`config.mk`:
```
export PLATFORM = sky130hd
export DESIGN_NAME = period_meter_flat
export DESIGN_NICKNAME = d
export VERILOG_FILES = /design/src/rtl/period_meter_if.sv /design/src/rtl/period_meter.sv /design/src/flat_wrapper.sv
export SDC_FILE = /design/constraint.sdc
export NUM_CORES = 1
export LEC_CHECK = 0
export CAP_MARGIN = 20
export CORE_ASPECT_RATIO = 0.6
export CORE_MARGIN = 1.5
export CORE_UTILIZATION = 45
export DETAILED_ROUTE_END_ITERATION = 7
export PLACE_DENSITY = 0.72
export SYNTH_ARGS = -nofsm -noshare
export SYNTH_HDL_FRONTEND = slang
export SYNTH_SLANG_ARGS = --single-unit
```
`constraint.sdc`:
```
create_clock -name clock -period 2.1 [get_ports clock]
set_clock_uncertainty 0.1 [all_clocks]
set_input_delay 0.525 -clock clock [delete_from_list [all_inputs] [get_ports clock]]
set_output_delay 0.525 -clock clock [all_outputs]
set_load 0.01 [all_outputs]
```
`src/rtl/period_meter_if.sv`:
```
// period_meter_if: the measured input plus the measurement results of period_meter.
// master is the meter itself; slave is whoever drives sig_in and reads the results.
interface period_meter_if #(
  parameter int CNT_W = 27
) ();
  logic             sig_in;
  logic [CNT_W-1:0] period;
  logic [CNT_W-1:0] high_time;
  logic             valid;
  logic             timeout;
  logic [CNT_W-1:0] avg_period;

  modport master (
    input  sig_in,
    output period, high_time, valid, timeout, avg_period
  );

  modport slave (
    output sig_in,
    input  period, high_time, valid, timeout, avg_period
  );
endinterface

```
`src/rtl/period_meter.sv`:
```
// period_meter: synchronises an async level input and reports its period/high time in clocks.
// Optional macro PERIOD_AVG_EN adds a 4-period running average on avg_period.
module period_meter #(
  parameter int          CNT_W       = 27,
  parameter int unsigned TIMEOUT     = 100_000_000,
  parameter int          SYNC_STAGES = 2
) (
  input  logic          clock,
  input  logic          reset,
  period_meter_if.master bus
);

  localparam logic [CNT_W-1:0] TIMEOUT_C = TIMEOUT[CNT_W-1:0];
  localparam logic [CNT_W-1:0] ONE       = {{(CNT_W-1){1'b0}}, 1'b1};

  typedef enum logic {
    IDLE,
    MEAS
  } state_t;

  logic [SYNC_STAGES-1:0] sync_reg;
  logic                   prev_reg;
  logic                   sig_s;
  logic                   rise;
  logic                   fall;

  state_t           state_reg, state_next;
  logic [CNT_W-1:0] cnt_reg, cnt_next;
  logic [CNT_W-1:0] hi_cap_reg, hi_cap_next;
  logic [CNT_W-1:0] period_reg, period_next;
  logic [CNT_W-1:0] high_reg, high_next;
  logic             valid_reg, valid_next;
  logic             timeout_reg, timeout_next;
  logic             publish;
  logic             expire;

  always_ff @(posedge clock or negedge reset) begin
    if (!reset) begin
      sync_reg <= '0;
      prev_reg <= 1'b0;
    end else begin
      sync_reg <= {sync_reg[SYNC_STAGES-2:0], bus.sig_in};
      prev_reg <= sync_reg[SYNC_STAGES-1];
    end
  end

  assign sig_s = sync_reg[SYNC_STAGES-1];
  assign rise  = sig_s & ~prev_reg;
  assign fall  = ~sig_s & prev_reg;

  always_ff @(posedge clock or negedge reset) begin
    if (!reset) begin
      state_reg   <= IDLE;
      cnt_reg     <= '0;
      hi_cap_reg  <= '0;
      period_reg  <= '0;
      high_reg    <= '0;
      valid_reg   <= 1'b0;
      timeout_reg <= 1'b0;
    end else begin
      state_reg   <= state_next;
      cnt_reg     <= cnt_next;
      hi_cap_reg  <= hi_cap_next;
      period_reg  <= period_next;
      high_reg    <= high_next;
      valid_reg   <= valid_next;
      timeout_reg <= timeout_next;
    end
  end

  // A rise always wins over an expiring count, so a period of exactly TIMEOUT is reported.
  always_comb begin
    state_next   = state_reg;
    cnt_next     = cnt_reg;
    hi_cap_next  = hi_cap_reg;
    period_next  = period_reg;
    high_next    = high_reg;
    valid_next   = 1'b0;
    timeout_next = timeout_reg;
    publish      = 1'b0;
    expire       = 1'b0;
    case (state_reg)
      IDLE: begin
        if (rise) begin
          state_next   = MEAS;
          cnt_next     = ONE;
          timeout_next = 1'b0;
        end
      end
      MEAS: begin
        if (rise) begin
          period_next = cnt_reg;
          high_next   = hi_cap_reg;
          valid_next  = 1'b1;
          cnt_next    = ONE;
          publish     = 1'b1;
        end else if (cnt_reg == TIMEOUT_C) begin
          timeout_next = 1'b1;
          period_next  = '0;
          high_next    = '0;
          hi_cap_next  = '0;
          cnt_next     = '0;
          state_next   = IDLE;
          expire       = 1'b1;
        end else begin
          cnt_next = cnt_reg + ONE;
          if (fall) begin
            hi_cap_next = cnt_reg;
          end
        end
      end
      default: begin
        state_next = IDLE;
      end
    endcase
  end

  assign bus.period    = period_reg;
  assign bus.high_time = high_reg;
  assign bus.valid     = valid_reg;
  assign bus.timeout   = timeout_reg;

`ifdef PERIOD_AVG_EN
  logic [CNT_W-1:0] hist_reg  [4];
  logic [CNT_W-1:0] hist_next [4];
  logic [CNT_W+1:0] sum_reg, sum_next;
  logic [2:0]       fill_reg, fill_next;
  logic [CNT_W-1:0] avg_reg;

  // Unfilled slots hold zero, so subtracting the oldest entry is always correct.
  assign sum_next  = sum_reg + {2'b00, cnt_reg} - {2'b00, hist_reg[3]};
  assign fill_next = (fill_reg == 3'd4) ? 3'd4 : fill_reg + 3'd1;

  for (genvar gi = 0; gi < 4; gi++) begin : g_hist
    if (gi == 0) begin : g_head
      assign hist_next[gi] = cnt_reg;
    end else begin : g_tail
      assign hist_next[gi] = hist_reg[gi-1];
    end
  end

  always_ff @(posedge clock or negedge reset) begin
    if (!reset) begin
      for (int i = 0; i < 4; i++) hist_reg[i] <= '0;
      sum_reg  <= '0;
      fill_reg <= '0;
      avg_reg  <= '0;
    end else if (expire) begin
      for (int i = 0; i < 4; i++) hist_reg[i] <= '0;
      sum_reg  <= '0;
      fill_reg <= '0;
      avg_reg  <= '0;
    end else if (publish) begin
      hist_reg <= hist_next;
      sum_reg  <= sum_next;
      fill_reg <= fill_next;
      if (fill_next == 3'd4) begin
        avg_reg <= sum_next[CNT_W+1:2];
      end
    end
  end

  assign bus.avg_period = avg_reg;
`else
  assign bus.avg_period = period_reg;
`endif

endmodule

```
`src/flat_wrapper.sv`:
```
// flat-port wrapper written by rule: the top's interface ports become plain ports
module period_meter_flat 
#(
  parameter int          CNT_W       = 27,
  parameter int unsigned TIMEOUT     = 100_000_000,
  parameter int          SYNC_STAGES = 2
)
  (clock, reset, bus_sig_in, bus_period, bus_high_time, bus_valid, bus_timeout, bus_avg_period);
  period_meter_if #(.CNT_W(CNT_W)) bus_i ();
  input  logic clock;
  input  logic reset;
  input wire logic [$bits(bus_i.sig_in)-1:0] bus_sig_in;
  output wire logic [$bits(bus_i.period)-1:0] bus_period;
  output wire logic [$bits(bus_i.high_time)-1:0] bus_high_time;
  output wire logic [$bits(bus_i.valid)-1:0] bus_valid;
  output wire logic [$bits(bus_i.timeout)-1:0] bus_timeout;
  output wire logic [$bits(bus_i.avg_period)-1:0] bus_avg_period;
  assign bus_i.sig_in = bus_sig_in;
  assign bus_period = bus_i.period;
  assign bus_high_time = bus_i.high_time;
  assign bus_valid = bus_i.valid;
  assign bus_timeout = bus_i.timeout;
  assign bus_avg_period = bus_i.avg_period;
  period_meter #(.CNT_W(CNT_W), .TIMEOUT(TIMEOUT), .SYNC_STAGES(SYNC_STAGES)) u_core (.clock(clock), .reset(reset), .bus(bus_i));
endmodule
```
After elaboration in Yosys (flattened, before gate mapping):

Index checks and enable logic that the tools add are counted.
W data, S select, Z words.

* add/sub/neg operators: 1
* equality and inequality tests: 4
* muxes and demuxes: 18
* bitwise gates (word level): 6
* reductions and logical operators: 5

Operator list (number)
* $mux W27: 8
* $pmux W27 S2: 1
* $add A27 B1 Y27 const B: 1
* $eq A27 B27 Y1 const B: 1
* $mux W1: 7
* $reduce_and A3 Y1: 2
* $ne A2 B2 Y1 const B: 2
* $not A1 Y1: 4
* $pmux W1 S2: 2
* $reduce_bool A2 Y1: 2
* $and A1 B1 Y1: 2
* $ne A2 B1 Y1 const B: 1
* $reduce_and A2 Y1: 1

* flip-flop bits (word level): 114
* output and inout port bits: 83

Longest topological paths before layout:

* word-level depth: 4
* mapped depth: 8

Least setup slack after synthesis:

OpenSTA, ideal clock, no wires.

* path type: flip-flop to flip-flop
* from: register u_core.cnt_reg[5]
* to: register u_core.cnt_reg[13]
* setup time: 0.119 ns
* data arrival time: 1.918 ns
* setup slack: -0.037 ns
* cell stages (with the launch flop): 9
* path buffers: 3
* clock period less this slack: 2.137 ns
* cells stage by stage: dfrtp_1 > buf_6 > nor4_4 > nand2_1 > or4_1 > buf_2 > o21ai_4 > buf_6 > nor2_1

* word-level cells in the longest chain between the ends: 4
* elaborated cells on any way between the ends: 5

Ends and longest elaborated chain
* from (decl): line period_meter.sv:28 `logic [CNT_W-1:0] cnt_reg, cnt_next;`
* from (signal assigned): line period_meter.sv:62 `cnt_reg <= cnt_next;`
* $add A27 B1 Y27 / $eq A27 B27 Y1 (equally long branches): line period_meter.sv:106, period_meter.sv:97
* $mux W27 *: line period_meter.sv:97 `end else if (cnt_reg == TIMEOUT_C) begin`
* $mux W27 *: line period_meter.sv:91 `if (rise) begin`
* $pmux W27 S2 *: line period_meter.sv:82 `case (state_reg)`

Every way passes the cells marked *; elsewhere a longest branch is shown, timed or not.
A chain may end at the register's enable or synchronous reset.

Worst setup path after layout:

* from: register u_core.cnt_reg[4]
* to: register u_core.high_reg[2] (netlist: u_core.bus.high_time[2])

* word-level cells in the longest chain between the ends: 3

Ends and longest elaborated chain
* $eq A27 B27 Y1: line period_meter.sv:97
* $reduce_bool A2 Y1 (no line)
* $reduce_and A2 Y1 (no line)
* to (signal assigned): line period_meter.sv:65 `high_reg <= high_next;`
* to (decl): line period_meter.sv:31 `logic [CNT_W-1:0] high_reg, high_next;`

Every way passes these cells.

==> impl_metrics.py <==
metrics = {
    "setup_path": {
        "cp-start-kind": "flip-flop",
        "endpoint": "u_core.bus.high_time[2]$_DFFE_PN0P_",
        "r2r_start": "u_core.cnt_reg[4]$_DFFE_PN0P_",
        "r2r_slack_ps": 10,
        "r2r_cells": 8,
        "r2r-end": "u_core.bus.high_time[2]$_DFFE_PN0P_",
        "end_kind": "flip-flop",
        "crit_start": "u_core.cnt_reg[4]$_DFFE_PN0P_",
        "arrival_ps": 2280,
        "cp.required_ps": 2290,
        "crit_fanout": 44,
        "path_class": "reg2reg",
    },
    "yosys": {
        "synth_top_area_cell": "dfrtp_1",
        "synth_ff_type": "dfrtp_1",
        "synth-edff-count": 0,
        "synth.distinct_cells": 38,
        "synthArstFlopShare_pct": 100.0,
        "synth_top_area_share_pct": 59.53,
        "synthCells": 393,
        "synth_warnings": 0,
        "syn_area_per_cell_um2": 12.19,
        "yosysSeqAreaShare_pct": 59.53,
        "ys_top_cells_by_area": "dfrtp_1 (60%), a22o_1 (15%), buf_4 (4.2%)",
        "ys_ff_latch": 114,
        "netlist_area_um2": 4792,
        "synth_nets": 398,
    },
    "finish": {
        "final_core_util_pct": 66.73,
        "layout_commonest_cell": "dfrtp_1",
        "areaGrowthSynthToFinish_pct": 40.50,
        "layout-drive-gt1-share_pct": 22.01,
        "layoutNonFillerInstCount": 653,
        "layout_common_cells": "dfrtp_1 (114), clkdlybuf4s50_1 (84), a22o_1 (81), buf_4 (52), nor2_1 (25)",
        "nets": 510,
        "antenna_cells": 0,
    },
    "clock_network": {
        "h-tree-depth": 4,
        "cts_tree": "built",
        "clock-sinks": 114,
        "clockBufferDepth": 2,
        "clock_latency_ps": 410,
        "clockRootBuffer": "clkbuf_16",
        "clk_pin_slew_ps": 50,
        "numCtsBuffers": 17,
    },
    "status": {
        "outcome": "finished, final reports clean",
    },
    "sta": {
        "hold_ws_ps": 251.9,
        "maxSlewViolCount": 0,
        "tightestPinTransition_ps": 490.7,
        "rsz0062_at_grt": "yes",
        "hold_viol": 0,
        "setup_viol": 0,
        "min_period_over_period_pct": 99.41,
        "fmax_mhz": 479.0,
        "post-route-min-period_ps": 2088,
        "slew_headroom_pct": 67.22,
    },
    "placed_design": {
        "port-buffer-count": 85,
        "dp_cells": 614,
        "dp_hpwl_um": 7837,
        "gp_congestion": 0.8998,
    },
    "floorplanning": {
        "die_area_um2": 11300,
        "ios": 86,
        "die_x_um": 136.2,
        "rows": 28,
        "start_util_pct": 47.50,
        "die_h_um": 82.94,
        "core_area_um2": 10090,
    },
    "power_and_ir_drop": {
        "leakage_nw": 3.055,
        "ir_drop_v": 0.0006842,
        "fin_total_pwr_mw": 5.881,
        "power_density_nw_per_um2": 873.4,
    },
    "detailed_routing": {
        "via_per_inst": 5.645,
        "drc": 0,
        "drt-pass1-iter-count": 4,
        "drt-initial-drc-count": 281,
        "drt_wl_total_um": 12130,
        "antenna_left": 0,
        "dr_total_vias": 3686,
        "wl_per_cell_um": 18.57,
    },
    "global_route": {
        "antenna_found_initial": 0,
        "grt_pass1_wl_um": 19320,
        "grt_max_degree": 56,
        "grt_pass1_vias": 3565,
        "grt_usage_pct": 22.62,
        "grt_overflow": 0,
    },
    "worst_hold_path": {
        "min_path_type": "reg2reg",
    },
    "job": {
        "cap_violations": 0,
    },
}
## cell families after synthesis
logic type	share of synthesized area, %
adders and majority gates	0.5221
DFF	59.53
buffers and inverters	7.232
AOI/OAI and AO/OA	18.12
xor gates and xnor gates	3.107
and+or+nand+nor	11.49
## worst min path at each step
stage | startpoint | endpoint | cells past startpoint | slack [ps]
finish | u_core.sync_reg[0]$_DFF_PN0_ | u_core.sync_reg[1]$_DFF_PN0_ | 0 | 250
floorplan | reset | u_core.bus.avg_period[0]$_DFFE_PN0P_ | 0 | 130
CTS | u_core.sync_reg[0]$_DFF_PN0_ | u_core.sync_reg[1]$_DFF_PN0_ | 0 | 250
global placement | u_core.sync_reg[0]$_DFF_PN0_ | u_core.sync_reg[1]$_DFF_PN0_ | 0 | 240
global route | u_core.sync_reg[0]$_DFF_PN0_ | u_core.sync_reg[1]$_DFF_PN0_ | 0 | 260
detailed placement | u_core.sync_reg[0]$_DFF_PN0_ | u_core.sync_reg[1]$_DFF_PN0_ | 0 | 240
## repair_timing
| item | CTS | global route |
|---|---|---|
| gates resized for setup | 3 | 14 |
| buffers inserted | 0 | 6 |
| endpoints found under the hold margin | 28 | 0 |
| endpoints found under the setup margin | 72 | 107 |
| hold buffers | 1 | 0 |
| pin swaps | 2 | 11 |
## per-layer routing
| layer | global-route usage (%) | up-vias | routed length [µm] |
|---|---|---|---|
| met5 | 0 | - | 0 |
| met4 | 8.704 | 0 | 153 |
| met3 | 6.288 | 18 | 922 |
| met2 | 29.75 | 139 | 5121 |
| met1 | 34.90 | 1855 | 5930 |
| li1 | - | 1674 | - |
## layout make-up
cell class / count / area, µm²
Tap cell: 135 / 168.9
Multi-Input combinational cell: 221 / 1704
Timing Repair Buffer: 146 / 1408
Sequential cell: 114 / 2853
Inverter: 5 / 18.77
Clock buffer: 19 / 442.9
Clock inverter: 13 / 137.6
Fill cell: 719 / 3357
## Yosys cell counts, types with 3 or more instances
master / count
dfrtp_1: 114
inv_1: 4
buf_4: 27
xor2_1: 13
nand3_1: 18
nor4_1: 6
buf_2: 10
nor2_1: 26
nand4_1: 14
and3_1: 3
o21ai_0: 3
clkbuf_1: 14
a22o_1: 81
xnor2_1: 4
or4_1: 3
a21oi_1: 6
nand2_1: 12
o31ai_1: 3
## report_power, final
| group | switching (mW) | total (mW) | leakage [nW] | internal [mW] |
|---|---|---|---|---|
| logic | 0.340 | 0.681 | 1.23 | 0.341 |
| registers | 0.0833 | 2.40 | 1.56 | 2.32 |
| clock network | 1.03 | 2.80 | 0.267 | 1.77 |
| total | 1.45 | 5.88 | 3.05 | 4.43 |
## metrics by stage
stage,TNS (ps),instance area [µm²],worst slack (ps)
3_3_place_gp,-1829,6005,-110.1
6_report,0,6733,12.29
3_5_place_dp,-1679,6005,-103.0
5_1_grt,-5595,6733,-95.04
2_1_floorplan,-261.6,4825,-26.39
4_1_cts,-71.09,6610,-18.22
## critical path: stages (launching register included)
cell     delay, ps
dfrtp_1        430
nor4_4         330
buf_4          170
nand2_4         50
nor4_4         220
buf_4          190
o21ai_4         60
buf_12         200
a22o_1         200
No activity file was read; power rests on OpenSTA's default activity.
